<file path="config.mk">
export PLATFORM = sky130hd
export DESIGN_NAME = display_sel_ctrl
export DESIGN_NICKNAME = d
export VERILOG_FILES = /design/src/rtl/display_sel_ctrl.sv
export SDC_FILE = /design/constraint.sdc
export NUM_CORES = 1
export LEC_CHECK = 0
export ABC_AREA = 1
export ABC_CLOCK_PERIOD_IN_PS = 2500
export BUFFER_PORTS_ARGS = -buffer_cell sky130_fd_sc_hd__buf_2
export CAP_MARGIN = 20
export CORE_MARGIN = 2
export CORE_UTILIZATION = 62
export DETAILED_ROUTE_END_ITERATION = 10
export PLACE_DENSITY = 0.79
export SYNTH_ARGS = -nofsm -noshare
export SYNTH_HDL_FRONTEND = slang
export SYNTH_SLANG_ARGS = --single-unit
</file>
<file path="constraint.sdc">
create_clock -name clk -period 2.5 [get_ports clk]
set_clock_uncertainty 0.2 [all_clocks]
set_input_delay 0.75 -clock clk [delete_from_list [all_inputs] [get_ports clk]]
set_output_delay 0.75 -clock clk [all_outputs]
set_load 0.03 [all_outputs]
</file>
<file path="src/rtl/display_sel_ctrl.sv">
// display_sel_ctrl: pushbutton front end for the 7-segment debug display.
// Synchronises and debounces the next/prev/reg buttons, turns accepted
// presses into one-cycle pulses, and drives the wrapping view selector and
// register index consumed by the display path.
// Optional feature: define AUTOSCAN_EN to make sel auto-advance every
// AUTOSCAN_CYCLES cycles of press inactivity.
module display_sel_ctrl #(
   parameter int DEBOUNCE_CYCLES = 500000,
   parameter int NUM_VIEWS       = 6,
   parameter int AUTOSCAN_CYCLES = 50000000
) (
   input  logic       clk,
   input  logic       rst,
   input  logic       btn_next_raw,
   input  logic       btn_prev_raw,
   input  logic       btn_reg_raw,
   output logic [2:0] sel,
   output logic [4:0] reg_idx,
   output logic       sel_changed
);

   // Views in display order; only the first NUM_VIEWS are reachable.
   typedef enum logic [2:0] {
      VIEW_PC_LO   = 3'd0,
      VIEW_PC_HI   = 3'd1,
      VIEW_REG_LO  = 3'd2,
      VIEW_REG_HI  = 3'd3,
      VIEW_INSN_LO = 3'd4,
      VIEW_INSN_HI = 3'd5,
      VIEW_AUX6    = 3'd6,
      VIEW_AUX7    = 3'd7
   } view_t;

   localparam int             CW        = $clog2(DEBOUNCE_CYCLES);
   localparam logic [CW-1:0]  DB_LAST   = CW'(DEBOUNCE_CYCLES - 1);
   localparam view_t          VIEW_LAST = view_t'(3'(NUM_VIEWS - 1));

   // Elaboration-time guards on the parameter ranges the logic relies on.
   if (DEBOUNCE_CYCLES < 2) begin : g_bad_debounce
      $error("display_sel_ctrl: DEBOUNCE_CYCLES must be at least 2");
   end
   if (NUM_VIEWS < 1 || NUM_VIEWS > 8) begin : g_bad_views
      $error("display_sel_ctrl: NUM_VIEWS must be in 1..8");
   end
   if (AUTOSCAN_CYCLES < 1) begin : g_bad_autoscan
      $error("display_sel_ctrl: AUTOSCAN_CYCLES must be positive");
   end

   // Button vector layout: bit 0 next, bit 1 prev, bit 2 reg.
   logic [2:0]    raw;
   logic [2:0]    sync1;
   logic [2:0]    sync2;
   logic [2:0]    deb;
   logic [2:0]    deb_d;
   logic [2:0]    armed;
   logic [2:0]    press;
   logic [CW-1:0] db_cnt [3];

   logic          any_press;
   logic          auto_tick;

   view_t         state;
   view_t         state_next;
   logic [4:0]    reg_next;
   logic          changed;

   assign raw       = {btn_reg_raw, btn_prev_raw, btn_next_raw};
   assign any_press = |press;

   // Two-flop synchronisers bring the asynchronous buttons into the clk domain.
   always_ff @(posedge clk) begin
      if (rst) begin
         sync1 <= '0;
         sync2 <= '0;
      end else begin
         sync1 <= raw;
         sync2 <= sync1;
      end
   end

   // Debouncers: accept a new level only after it has been stable long enough.
   // A button is only armed once it has been seen released for a full debounce
   // window, so a button held through reset cannot generate a press.
   always_ff @(posedge clk) begin
      if (rst) begin
         deb   <= '0;
         armed <= '0;
         for (int i = 0; i < 3; i++) begin
            db_cnt[i] <= '0;
         end
      end else begin
         for (int i = 0; i < 3; i++) begin
            if (sync2[i] != deb[i]) begin
               if (db_cnt[i] == DB_LAST) begin
                  deb[i]    <= sync2[i];
                  db_cnt[i] <= '0;
                  if (!sync2[i]) begin
                     armed[i] <= 1'b1;
                  end
               end else begin
                  db_cnt[i] <= db_cnt[i] + CW'(1);
               end
            end else if (!armed[i] && !sync2[i]) begin
               if (db_cnt[i] == DB_LAST) begin
                  armed[i]  <= 1'b1;
                  db_cnt[i] <= '0;
               end else begin
                  db_cnt[i] <= db_cnt[i] + CW'(1);
               end
            end else begin
               db_cnt[i] <= '0;
            end
         end
      end
   end

   // Registered rising-edge detect on the debounced levels gives press pulses.
   always_ff @(posedge clk) begin
      if (rst) begin
         deb_d <= '0;
         press <= '0;
      end else begin
         deb_d <= deb;
         press <= deb & ~deb_d & armed;
      end
   end

`ifdef AUTOSCAN_EN
   localparam int            AW        = (AUTOSCAN_CYCLES > 1) ? $clog2(AUTOSCAN_CYCLES) : 1;
   localparam logic [AW-1:0] AUTO_LAST = AW'(AUTOSCAN_CYCLES - 1);

   logic [AW-1:0] auto_cnt;

   // Free-running auto-advance timer, restarted by any accepted press.
   always_ff @(posedge clk) begin
      if (rst) begin
         auto_cnt <= '0;
      end else if (any_press || auto_cnt == AUTO_LAST) begin
         auto_cnt <= '0;
      end else begin
         auto_cnt <= auto_cnt + AW'(1);
      end
   end

   assign auto_tick = (auto_cnt == AUTO_LAST) && !any_press;
`else
   assign auto_tick = 1'b0;
`endif

   // View/register state register; sel_changed is the registered change flag.
   always_ff @(posedge clk) begin
      if (rst) begin
         state       <= VIEW_PC_LO;
         reg_idx     <= '0;
         sel_changed <= 1'b0;
      end else begin
         state       <= state_next;
         reg_idx     <= reg_next;
         sel_changed <= changed;
      end
   end

   // Next view and register index; opposing next/prev cancel, and register
   // stepping is gated on the view in effect before this update.
   always_comb begin
      state_next = state;
      reg_next   = reg_idx;
      changed    = 1'b0;

      if ((press[0] || auto_tick) && !press[1]) begin
         state_next = (state == VIEW_LAST) ? VIEW_PC_LO : view_t'(state + 3'd1);
      end else if (press[1] && !(press[0] || auto_tick)) begin
         state_next = (state == VIEW_PC_LO) ? VIEW_LAST : view_t'(state - 3'd1);
      end

      if (press[2] && (state == VIEW_REG_LO || state == VIEW_REG_HI)) begin
         reg_next = reg_idx + 5'd1;
      end

      changed = (state_next != state) || (reg_next != reg_idx);
   end

   assign sel = state;

endmodule

</file>
==> results of run 1 <==
[registers in the layout, indices dropped and copies added (netlist names)]
register	cells
db_cnt	57
reg_idx	5
armed	3
deb	3
deb_d	3
press	3
sel	3
sync1	3
sync2	3
sel_changed	1
[cells by family after synthesis]
logic type / Yosys count
buf+inv: 79
other cells: 1
xor+xnor: 30
flops: 84
simple gates: 351
compound gates: 29
fa+ha+maj: 6
[cell type report]
| class | count | area (um^2) | area share [%] |
|---|---|---|---|
| flip-flops and latches | 84 | 2250 | 43.9 |
| multi-input cells | 473 | 2220 | 43.2 |
| inverters | 74 | 280 | 5.46 |
| clock buffers | 12 | 156 | 3.05 |
| well taps | 99 | 124 | 2.41 |
| repair buffers | 14 | 72.6 | 1.41 |
| clock inverters | 4 | 30.0 | 0.585 |
[metal layers]
layer	track usage (%)	part of all wire, %
met5	0	0
met3	5.45	3.8
met1	26.7	45
met4	6.54	1.1
met2	37.4	50
[worst max path at each step]
stage | to | start
2_1_floorplan | db_cnt[2][6] | rst
3_3_place_gp | db_cnt[1][15] | rst
3_5_place_dp | db_cnt[1][13] | rst
4_1_cts | db_cnt[0][13] | db_cnt[0][0]
5_1_grt | db_cnt[0][13] | db_cnt[0][0]
6_report | db_cnt[0][13] | db_cnt[0][0]
[cells in the mapped netlist, drive strengths merged]
cell type    n
nor2       161
dfxtp       27
a21oi       13
o21ai       13
conb         1
o21a         1
clkbuf       2
nand4       11
buf          3
edfxtp      57
inv         74
nor3        17
or2          2
nor4         3
xnor2        8
o31a         1
o21bai       1
ha           6
xor2        22
nand2      127
nand3       30
[through the flow]
stage / std cells / util, % / cell area [um^2]
global route: 760 / 71.1 / 5130
CTS: 760 / 71.1 / 5130
detailed placement: 744 / 68.6 / 4950
finish: 760 / 71.1 / 5130
floorplan: 636 / - / 4800
global placement: 744 / 68.6 / 4950
[power by group]
group	internal (W)	leakage (nW)	switching, W
logic	0.0000689	1.29	0.000128
registers	0.00156	0.802	0.0000659
clock network	0.000429	0.0970	0.000499
total	0.00206	2.18	0.000693
==> run summary, run 1 <==
Final cycle utilization of the critical path: 86.9%
Finish-stage setup viols: 0
Total power divided by cell area: 536 nW/um^2
Worst R2R Path Depth: 8
Combinational family with the most area after synthesis: simple AND/OR/NAND/NOR gates
Cell at the slowest stage of the critical path: sky130_fd_sc_hd__edfxtp_1
Post-synthesis to final-layout area growth: 11.8%
Origin of the critical flop-to-flop path: db_cnt[0][0]
Most frequent standard cell in the layout excluding fill and tap cells: sky130_fd_sc_hd__nor2_1
Standard-cell rows: 31
Most common cell type on the critical path: sky130_fd_sc_hd__nand3_1
Reg-to-Reg End: db_cnt[0][13]
Post-synthesis cell area: 4590 um^2
WP data arrival: 2.09 ns
Maximum ir drop on the vdd rail: 0.276 mV
Floorplan die width: 90.0 um
Type of element capturing the critical path: register
H-tree depth: 3
# fillers: 637
Crit Path Category: register to register
Bufs on Longest Clock Path: 2
Average wire length per cell after detail routing: 10.8 um
Wirelength, routed: 8230 um
Max Fanout on Critical Path: 14
Synthesis-stage register bit count: 84
Launch instance of the worst min-delay path: deb_d[1]
Largest net degree at the start of global routing: 18
# Max-Cap Violations: 0
Top post-synthesis cells by area: sky130_fd_sc_hd__edfxtp_1 37%, sky130_fd_sc_hd__dfxtp_1 12%, sky130_fd_sc_hd__nor2_1 11%
Setup Total Neg Slack: 0 ns
Number of buffers added by the clock tree synthesis step: 9
Xor and xnor fraction of the mapped netlist area: 5.73%
Initial antenna violation count: 0
Root Buffer Master: sky130_fd_sc_hd__clkbuf_8
Congestion Overflow GR: 0
CP Cell Sequence: ha_1 > nand3_1 > nor2_4 > nand3_1 > nand2_2 > inv_1 > nand2_1 > nor2_1
Core region area: 7210 um^2
Vias/cell: 4.89
GPL Wtd Cong: 0.841
FF-to-FF setup slack: 0.33 ns
Fraction of the yosys area taken by sequential cells: 49.1%
Effective utilization at floorplan: 63.6%
Run status: finished clean
Register clock-pin slew on the reported worst setup and hold paths: 0.09 ns
Global-route usage over all layers: 21.6%
Inserted Diodes: 0
Worst-case setup slack after placement: 0.252 ns
Hold violation total from the final report: 0
Worst Hold End: press[1]
Setup repair after global routing missed its margin: no
Path type of the worst min-delay path: register to register
Count of hold-fix buffers inserted at cts: 0
Highest clock frequency the design can meet: 0.460 GHz
Critical path depth: 8
Max incr delay on CP: 0.38 ns
Family with the most delay on the worst path: simple AND/OR/NAND/NOR gates
Count of distinct cell types in the synthesized netlist: 29
Standby leakage power: 2.18 nW
Leading cell types in the layout, fill and taps excluded: 140 x sky130_fd_sc_hd__nor2_1, 122 x sky130_fd_sc_hd__nand2_1, 73 x sky130_fd_sc_hd__inv_1
Adder and majority cell fraction of the synthesized area: 1.64%
Type of element launching the critical path: register
Required time of the critical path: 2.42 ns
Antenna Violating Nets Remaining: 0
Iter 0 DRT Violations: 207
Share of cell area taken by muxes after synthesis: 0%
Synthesized instance count: 580
Average cell area after synthesis: 7.91 um^2
Fin worst setup slack: 0.327 ns
Post-synthesis share of cell area spent on and, or, nand and nor gates: 32.9%
Via count of the first global-routing pass: 3434
Die footprint: 8110 um^2
Number of search-and-repair iterations in the first detailed-routing pass: 5
CTS tree: yes
Port Buffer Count: 13
Top cell type's share of synthesized area: 37.3%
Synth Warn #: 0
Count of clock tree sinks: 84
Final worst hold slack: 0.196 ns
CP Buf/Inv Count: 1
Boundary Pins: 14
Power consumption: 0.00275 W
Compound-gate portion of the synthesized area: 3.35%
Cell accounting for the most synthesized area: sky130_fd_sc_hd__edfxtp_1
Minimum period implied by the final worst setup slack: 2.17 ns
Number of instances resized during post-cts repair: 0
Latest clock arrival within the worst-skew pair: 0.36 ns
Nets@finish: 667
Via count: 3720
Max-slew violation count: 0
Overall die height: 90.0 um
First-pass GRT wire length: 14300 um
Post-route DRC: 0
Hold Path Cell Cnt: 1
Fraction of layout instances using a drive strength above 1: 8.93%
Number of setup buffers added after CTS: 0
DP HPWL: 6180 um
No activity file was read; power rests on OpenSTA's default activity.
==> run 2: changes to the inputs <==
--- a/config.mk
+++ b/config.mk
@@ -12,7 +12,9 @@
 export CORE_MARGIN = 2
 export CORE_UTILIZATION = 62
 export DETAILED_ROUTE_END_ITERATION = 10
+export MAX_ROUTING_LAYER = met4
 export PLACE_DENSITY = 0.79
+export SLEW_MARGIN = 25
 export SYNTH_ARGS = -nofsm -noshare
 export SYNTH_HDL_FRONTEND = slang
 export SYNTH_SLANG_ARGS = --single-unit
==> constraint.sdc (replaced) <==
create_clock -name clk -period 2.5 [get_ports clk]
set_clock_uncertainty 0.2 [all_clocks]
set_input_delay 0.5 -clock clk [delete_from_list [all_inputs] [get_ports clk]]
set_output_delay 0.5 -clock clk [all_outputs]
set_load 0.03 [all_outputs]
==> run summary, run 2 (same netlist as run 1, synthesis figures left out) <==
Congestion Overflow GR: 0 (unchanged)
GR peak layer: met2
Number of buffers added by the clock tree synthesis step: 9 (unchanged)
Final Instance Area: 5140 um^2 (+0.22%)
Largest reg by FF count: db_cnt
Initial antenna violation count: 0 (unchanged)
Type of element capturing the critical path: register
Crit Path Category: register to register
Vias/cell: 4.89 (-0.13%)
Register clock-pin slew on the reported worst setup and hold paths: 0.09 ns (about the same)
Inserted Diodes: 0 (unchanged)
Core region area: 7210 um^2 (unchanged)
Most common cell type on the critical path: sky130_fd_sc_hd__nand3_1
Number of search-and-repair iterations in the first detailed-routing pass: 4 (-1)
Standby leakage power: 2.19 nW (+0.37%)
DP HPWL: 6210 um (+0.50%)
First-pass GRT wire length: 14600 um (+1.7%)
Bufs on Longest Clock Path: 2 (unchanged)
Iter 0 DRT Violations: 173 (-16%)
Die footprint: 8110 um^2 (unchanged)
CP Cell Sequence: ha_1 > nand3_1 > nor2_4 > nand3_1 > nand2_2 > inv_1 > nand2_1 > nor2_1
Type of element launching the critical path: register
Post-synthesis to final-layout area growth: 12.1%
Wirelength, routed: 8290 um (+0.73%)
Leading cell types in the layout, fill and taps excluded: 140 x sky130_fd_sc_hd__nor2_1, 122 x sky130_fd_sc_hd__nand2_1, 73 x sky130_fd_sc_hd__inv_1
# Max-Cap Violations: 0 (unchanged)
Count of clock tree sinks: 84 (unchanged)
Instance area at placement: 4950 um^2 (unchanged)
GPL Wtd Cong: 0.885 (+5.2%)
Most frequent standard cell in the layout excluding fill and tap cells: sky130_fd_sc_hd__nor2_1
Floorplan die width: 90.0 um (unchanged)
Root Buffer Master: sky130_fd_sc_hd__clkbuf_8
Highest clock frequency the design can meet: 0.474 GHz (+3.0%)
Hold violation total from the final report: 0 (unchanged)
Port Buffer Count: 13 (unchanged)
Cell at the slowest stage of the critical path: sky130_fd_sc_hd__edfxtp_1
Largest net degree at the start of global routing: 18 (unchanged)
Antenna Violating Nets Remaining: 0 (unchanged)
Final cycle utilization of the critical path: 84.4% (-2.5 points)
Global-route usage over all layers: 22.7% (+1.1 points)
Via count of the first global-routing pass: 3548 (+3.3%)
Boundary Pins: 14 (unchanged)
Standard-cell rows: 31 (unchanged)
Count of hold-fix buffers inserted at cts: 0 (unchanged)
Via count: 3715 (-0.13%)
Required time of the critical path: 2.42 ns (about the same)
Nets@finish: 667 (unchanged)
Final worst hold slack: 0.140 ns (-0.0563 ns)
Grt met3 use: 3.94% (-1.5 points)
Minimum period implied by the final worst setup slack: 2.11 ns (-0.0625 ns)
Total power divided by cell area: 542 nW/um^2 (+1.2%)
Routing usage on met2: 37.5% (+0.13 points)
Run status: finished clean
Fraction of layout instances using a drive strength above 1: 9.23% (+0.30 points)
Number of instances resized during post-cts repair: 0 (unchanged)
CTS tree: yes
Registers with the highest flip-flop counts: db_cnt x57, reg_idx x5
Effective utilization at floorplan: 63.6% (unchanged)
Largest register FFs: 57 (unchanged)
Max Fanout on Critical Path: 14 (unchanged)
H-tree depth: 3 (unchanged)
Path type of the worst min-delay path: primary input to register
Post-route DRC: 0 (unchanged)
WP data arrival: 2.03 ns (-0.06 ns)
Finish-stage setup viols: 0 (unchanged)
Overall die height: 90.0 um (unchanged)
Latest clock arrival within the worst-skew pair: 0.36 ns (about the same)
Setup Total Neg Slack: 0 ns (unchanged)
Setup repair after global routing missed its margin: no
Met1 Resource Use GR: 27.1% (+0.49 points)
Maximum ir drop on the vdd rail: 0.292 mV (+5.4%)
Number of setup buffers added after CTS: 0 (unchanged)
Max incr delay on CP: 0.38 ns (about the same)
Max-slew violation count: 0 (unchanged)
Average wire length per cell after detail routing: 10.9 um (+0.73%)
run 2: through the flow:
stage / utilization [%] / worst slack, ns / total power, W / instances
global route: 71.3 / 0.167 / 0.00292 / 760
global placement: 68.6 / 0.507 / 0.00184 / 744
detailed placement: 68.6 / 0.395 / 0.00185 / 744
finish: 71.3 / 0.389 / 0.00279 / 760
CTS: 71.3 / 0.382 / 0.00281 / 760
floorplan: - / 0.729 / 0.00181 / 636
run 2: final cells by class:
type | count | area [um^2]
clock inverter | 6 | 48.8
inverter | 74 | 280
tap | 99 | 124
fill | 620 | 2070
clock buffer | 10 | 149
multi-input combinational | 473 | 2220
sequential | 84 | 2250
timing repair buffer | 14 | 72.6
run 2: final timing paths:
kind / depth (start not counted) / start / end / slack, ns
min: 3 / btn_next_raw / sync1[0] / 0.14
min reg2reg: 1 / deb_d[1] / press[1] / 0.20
max: 8 / db_cnt[0][0] / db_cnt[0][16] / 0.39
max reg2reg: 8 / db_cnt[0][0] / db_cnt[0][16] / 0.39
run 2: power breakdown:
group          internal [W]  switching, W
Sequential          0.00156     0.0000664
Clock              0.000438      0.000525
Combinational     0.0000690      0.000131
Total               0.00207      0.000723
run 2: metal layers:
metal / part of all wire, % / wire length, um
met1: 46 / 3780
met2: 49 / 4050
met4: 2.2 / 182
met3: 3.4 / 278
met5: 0 / 0
run 2: worst max-delay path, delay by kind of cell, from the launching register on:
| family | cells | cell delay, ns |
|---|---|---|
| adder cells (fa/ha/maj) | 1 | 0.21 |
| AND/OR/NAND/NOR | 6 | 0.93 |
| buffers and inverters | 1 | 0.15 |
| flip-flops | 1 | 0.38 |
